$ cat src/rtl/id_ex_pipe_reg.sv
// ID/EX pipeline register with a valid/ready handshake and a one-entry
// skid buffer. It carries the decoded control word, both register-read
// operands, the sign-extended immediate and the Rs/Rt/Rd indices.
// Empty slots always hold an all-zero payload, so a bubble reads as zeros
// on every out_* field. A saturating counter records the cycles in which
// EX applies backpressure to a valid payload.
module id_ex_pipe_reg #(
    parameter int DATA_W = 32,
    parameter int REG_W  = 5,
    parameter int CTRL_W = 8,
    parameter int CNT_W  = 16
) (
    input  logic              clock,
    input  logic              reset_n,
    input  logic              flush,
    // decode side
    input  logic              in_valid,
    output logic              in_ready,
    input  logic [CTRL_W-1:0] in_ctrl,
    input  logic [DATA_W-1:0] in_rdata1,
    input  logic [DATA_W-1:0] in_rdata2,
    input  logic [DATA_W-1:0] in_imm,
    input  logic [REG_W-1:0]  in_rs,
    input  logic [REG_W-1:0]  in_rt,
    input  logic [REG_W-1:0]  in_rd,
    // execute side
    output logic              out_valid,
    input  logic              out_ready,
    output logic [CTRL_W-1:0] out_ctrl,
    output logic [DATA_W-1:0] out_rdata1,
    output logic [DATA_W-1:0] out_rdata2,
    output logic [DATA_W-1:0] out_imm,
    output logic [REG_W-1:0]  out_rs,
    output logic [REG_W-1:0]  out_rt,
    output logic [REG_W-1:0]  out_rd,
    // performance monitor
    output logic [CNT_W-1:0]  stall_cnt
);

    // One complete ID/EX payload, held as a single packed word.
    typedef struct packed {
        logic [CTRL_W-1:0] ctrl;
        logic [DATA_W-1:0] rdata1;
        logic [DATA_W-1:0] rdata2;
        logic [DATA_W-1:0] imm;
        logic [REG_W-1:0]  rs;
        logic [REG_W-1:0]  rt;
        logic [REG_W-1:0]  rd;
    } payload_t;

    // Occupancy encoded as {m_v, s_v}; 2'b01 (skid without main) never occurs.
    typedef enum logic [1:0] {
        ST_EMPTY = 2'b00,
        ST_ONE   = 2'b10,
        ST_FULL  = 2'b11
    } state_t;

    localparam logic [CNT_W-1:0] CNT_MAX = '1;

    state_t            state_q, state_d;
    payload_t          main_q, main_d;
    payload_t          skid_q, skid_d;
    logic              in_ready_q, in_ready_d;
    logic [CNT_W-1:0]  stall_cnt_q, stall_cnt_d;

    payload_t          in_pay;
    logic              m_v;
    logic              s_v;
    logic              acc;
    logic              drn;

    // Saturating increment for the stall counter.
    function automatic logic [CNT_W-1:0] sat_inc(input logic [CNT_W-1:0] v);
        return (v == CNT_MAX) ? v : v + 1'b1;
    endfunction

    assign in_pay = '{
        ctrl:   in_ctrl,
        rdata1: in_rdata1,
        rdata2: in_rdata2,
        imm:    in_imm,
        rs:     in_rs,
        rt:     in_rt,
        rd:     in_rd
    };

    assign m_v = state_q[1];
    assign s_v = state_q[0];

    // A flushed cycle never accepts, even if in_ready was high.
    assign acc = in_valid & in_ready_q & ~flush;
    assign drn = m_v & out_ready;

    // Next occupancy and payload movement; flush overrides every handshake.
    always_comb begin
        state_d = state_q;
        main_d  = main_q;
        skid_d  = skid_q;
        if (flush) begin
            state_d = ST_EMPTY;
            main_d  = '0;
            skid_d  = '0;
        end else begin
            case (state_q)
                ST_EMPTY: begin
                    if (acc) begin
                        main_d  = in_pay;
                        state_d = ST_ONE;
                    end
                end
                ST_ONE: begin
                    if (drn) begin
                        if (acc) begin
                            // Back-to-back transfer: stream straight through main.
                            main_d = in_pay;
                        end else begin
                            main_d  = '0;
                            state_d = ST_EMPTY;
                        end
                    end else if (acc) begin
                        // EX stalled while ID still had a payload in flight.
                        skid_d  = in_pay;
                        state_d = ST_FULL;
                    end
                end
                ST_FULL: begin
                    // in_ready is low here, so the skid always moves up first.
                    if (drn) begin
                        main_d  = skid_q;
                        skid_d  = '0;
                        state_d = ST_ONE;
                    end
                end
                default: begin
                    state_d = ST_EMPTY;
                    main_d  = '0;
                    skid_d  = '0;
                end
            endcase
        end
    end

    // in_ready is registered and mirrors "skid empty" for the coming cycle.
    always_comb begin
        in_ready_d = (state_d != ST_FULL);
    end

    // Stall counter: counts valid-but-not-consumed cycles, independent of flush.
    always_comb begin
        stall_cnt_d = stall_cnt_q;
        if (m_v && !out_ready) begin
            stall_cnt_d = sat_inc(stall_cnt_q);
        end
    end

    // State, payload and counter registers; reset clears everything including data.
    always_ff @(posedge clock) begin
        if (!reset_n) begin
            state_q     <= ST_EMPTY;
            main_q      <= '0;
            skid_q      <= '0;
            in_ready_q  <= 1'b1;
            stall_cnt_q <= '0;
        end else begin
            state_q     <= state_d;
            main_q      <= main_d;
            skid_q      <= skid_d;
            in_ready_q  <= in_ready_d;
            stall_cnt_q <= stall_cnt_d;
        end
    end

    assign in_ready   = in_ready_q;
    assign out_valid  = m_v;
    assign out_ctrl   = main_q.ctrl;
    assign out_rdata1 = main_q.rdata1;
    assign out_rdata2 = main_q.rdata2;
    assign out_imm    = main_q.imm;
    assign out_rs     = main_q.rs;
    assign out_rt     = main_q.rt;
    assign out_rd     = main_q.rd;
    assign stall_cnt  = stall_cnt_q;

endmodule

$ cat config.mk
export PLATFORM = sky130hd
export DESIGN_NAME = id_ex_pipe_reg
export DESIGN_NICKNAME = d
export VERILOG_FILES = /design/src/rtl/id_ex_pipe_reg.sv
export SDC_FILE = /design/constraint.sdc
export NUM_CORES = 1
export LEC_CHECK = 0
export CAP_MARGIN = 20
export CORE_MARGIN = 2
export CORE_UTILIZATION = 45
export DETAILED_ROUTE_END_ITERATION = 8
export HOLD_SLACK_MARGIN = 0.1
export PLACE_DENSITY = 0.8
export SLEW_MARGIN = 20
export SYNTH_ARGS = -nofsm -noshare
export SYNTH_HDL_FRONTEND = slang
export SYNTH_SLANG_ARGS = --single-unit
$ cat constraint.sdc
create_clock -name clock -period 5.2 [get_ports clock]
set_clock_uncertainty 0.1 [all_clocks]
set_input_delay 0.52 -clock clock [delete_from_list [all_inputs] [get_ports clock]]
set_output_delay 0.52 -clock clock [all_outputs]
set_load 0.02 [all_outputs]
==> summary.md <==
| Metric | Value |
|---|---|
| Outcome | completed |
| Fin. Hold Viols | 0 |
| Post-synth EDFFs | 0 |
| Die X | 159.6 um |
| Starting Density | 0.4614 |
| Leak Pwr | 4.672 nW |
| TritonCTS Buffers | 28 |
| Synth Area per Inst | 7.592 sq um |
| Power Density | ~320 mW/mm^2 |
| R2R Path Start | state_q[1]$_SDFF_PN0_ |
| Gate power share | 0.087 |
| Sw Ratio | 0.2266 |
| Reg clk slew, reported paths | 60 ps |
| Number of I/O port buffers | 260 |
| Worst setup margin | 1819 ps |
| Clock root buffer | clkbuf_16 |
| First-pass GRT wire length | between 50000 and 60000 um |
| Worst Reg-to-Reg Cells | 5 |
| Net Sw Power | 1.053 mW |
| CP endpoint kind | flop |
| Crit path launch type | flop |
| DRC viols | 0 |
| Area delta synth->final | 34.35% |
| F_max | 0.2958 GHz |
| Hold Buf Count CTS | 0 |
| First-pass detailed-route iteration total | 5 |
| Initial antenna violation count | 1 |
| GR Util All Layers | 0.2461 |
| Crit path max fanout | 96 |
| CTS Sinks | 257 |
| Sum Neg Setup Slack | 0 ps |
| Post-Synthesis Cells | 1435 |
| Register area share after synthesis | 0.4723 |
| Multi-input logic area | 0.005238 sq mm |
| GR Util met3 | 0.05939 |
| Final wirelength | 32660 um |
| Number of global-route vias before repair | 10329 |
| Routed Antenna Nets | 0 |
| Setup WS pre-CTS | 1267 ps |
| Worst hold endpoint | skid_q[40]$_SDFFE_PP0P_ |
| DR WL/cell | 16.79 um |
| Slew Viols, Final | 0 |
| Htree depth | 1 |
| Most common cell after layout, fill and taps aside | nand2_1 |
| GR Util met2 | 0.3991 |
| Cell Area, Synth | 0.01089 sq mm |
| Synthesis-stage register bit count | 257 |
| Largest net degree at the start of global routing | 122 |
| Synth Warn # | 0 |
| Internal | 3.593 mW |
| DP Wirelength | 19030 um |
| Worst reg-to-reg setup slack | 1820 ps |
| CTS tree | yes |
| Cell row count | 56 |
| Count of different cell masters after synthesis | 45 |
| Register area | 0.005145 sq mm |
| Fillers | 2006 |
| HP Start | skid_q[40]$_SDFFE_PP0P_ |
| Critical path class | flop to flop |
| Post-CTS setup buffers | 0 |
| Final setup viols | 0 |
| Min Tclk post-route | 3381 ps |
| Worst slew margin | 0.2625 |
| Min-Delay Path Class | flop to flop |
| Clock Tree Buf Depth | 3 |
| Post-CTS Resized | 0 |
| Tcrit/Tclk final | 0.6502 |
| Crit path required time | 5560 ps |
| Maxcap violations | 0 |
| Most frequent cells in the layout | nand2_1, clkdlybuf4s50_1, dfxtp_1 |
| Clock power share | 0.481 |
| DR vias | 11029 |
| GRT busiest layer | met2 |
| Worst reg2reg path endpoint | skid_q[112]$_SDFFE_PP0P_ |
| VDD IR max | 250.0 uV |
| Nets | 1728 |
| # IOs | between 200 and 300 |
| Unrepaired setup endpoints after global routing | no |
| Worst hold path cell count | 2 |
| DIE HEIGHT | roughly 160 um |
| Met1 capacity usage during global routing | 0.3319 |
| Final GP Congestion | 0.8014 |
| Grt total ovfl | 0 |
| Overall power | 4.646 mW |
| CP Data Arrival Time | 3740 ps |
| Sequential power share | 0.432 |
| Total die area | 0.02547 sq mm |
| Post-Syn Nets | 1560 |
| Clk Latency, worst-skew pair | ~540 ps |
| Worst slew pin tran | 1106 ps |
| DRT iter0 DRCs | roughly 910 |
| Share of layout cells above drive strength 1 | 0.04738 |
| Ys async rst share | 0 |
| CORE AREA | 0.02361 sq mm |
| Primary FF master, synth | dfxtp_1 |
| Vias per cell | 5.670 |
==> metal layers <==
metal	vias to the layer above	routed length, um
li1	5246	-
met1	5260	14160
met2	476	15080
met3	47	2802
met4	0	610
met5	-	0
==> power groups by stage <==
stage | combinational [mW] | sequential, mW | clock, mW
2_1_floorplan | 0.166 | 2.08 | 0
3_3_place_gp | 0.397 | 2.05 | 0
3_5_place_dp | 0.399 | 2.05 | 0
4_1_cts | 0.402 | 2.01 | 2.27
5_1_grt | 0.433 | 2.01 | 2.36
6_report | 0.403 | 2.01 | 2.24
==> state kept, by name, indices dropped and copies added, names as in the netlist, 2 cells and up <==
signal,count
skid_q,119
out_imm,32
out_rdata1,32
out_rdata2,32
stall_cnt,16
out_ctrl,8
out_rd,5
out_rs,5
out_rt,5
state_q,2
==> layout make-up <==
cell class                      count  share of cell area
Clock inverter                     10             0.01257
Multi-Input combinational cell   1036              0.3578
Timing Repair Buffer              274              0.1887
Clock buffer                       42             0.06044
Inverter                            6            0.001539
Tap cell                          319             0.02727
Sequential cell                   257              0.3515
Antenna cell                        1           0.0001710
==> critical path, cell delays in order, from the launching register on <==
cell and delay, ps:
dfxtp_1 560, nor2b_1 530, mux2i_4 760, buf_4 890
nand2_1 160, a21oi_1 180
==> worst max-delay path by stage <==
stage	slack (ps)	endpoint	cells past startpoint	from
5_1_grt	1650	skid_q[0]$_SDFFE_PP0P_	5	state_q[1]$_SDFF_PN0_
2_1_floorplan	3210	stall_cnt[13]$_SDFFE_PN0P_	4	out_ready
6_report	1820	skid_q[112]$_SDFFE_PP0P_	5	state_q[1]$_SDFF_PN0_
4_1_cts	1680	skid_q[34]$_SDFFE_PP0P_	6	state_q[0]$_SDFF_PN0_
3_3_place_gp	1300	skid_q[108]$_SDFFE_PP0P_	7	flush
3_5_place_dp	1270	skid_q[34]$_SDFFE_PP0P_	7	flush
==> per-stage QoR <==
stage               hold slack [ps]  utilization  std cells  area (sq um)
floorplan                     332.1            -       1435         10890
global placement              338.1       0.5735       1891         13540
detailed placement            343.3       0.5743       1892         13560
CTS                           351.6       0.6196       1944         14630
global route                  367.2       0.6198       1944         14630
finish                        349.4       0.6199       1945         14640
==> synthesized netlist by cell type (2+ instances only) <==
cell,instances,share of area
nand2_1,362,0.12
dfxtp_1,257,0.47
a21oi_1,248,0.11
nand3_1,124,0.057
o21ai_0,124,0.057
a21o_1,119,0.082
clkbuf_1,95,0.033
buf_2,28,0.013
buf_1,11,0.0038
inv_1,6,0.0021
nand4_1,5,0.0029
nor2_1,5,0.0017
o31ai_1,5,0.0034
nand2b_1,4,0.0023
mux2i_1,3,0.0028
nor3_1,3,0.0014
or3_1,3,0.0017
or4_1,3,0.0021
buf_4,2,0.0014
nor2b_1,2,0.0011
nor4_1,2,0.0011
==> cells by family (layout without fill, tap and decap cells) <==
family / Yosys count / after routing / share of synthesized area
multiplexers: 4 / 4 / 0.003790
buffers and inverters: 142 / 332 / 0.05283
AND/OR/NAND/NOR: 524 / 524 / 0.2049
other: 0 / 1 / 0
flip-flops: 257 / 257 / 0.4723
AO/OA/AOI/OAI: 507 / 507 / 0.2651
adder cells (fa/ha/maj): 1 / 1 / 0.001148
(Power assumes the default switching activity.)
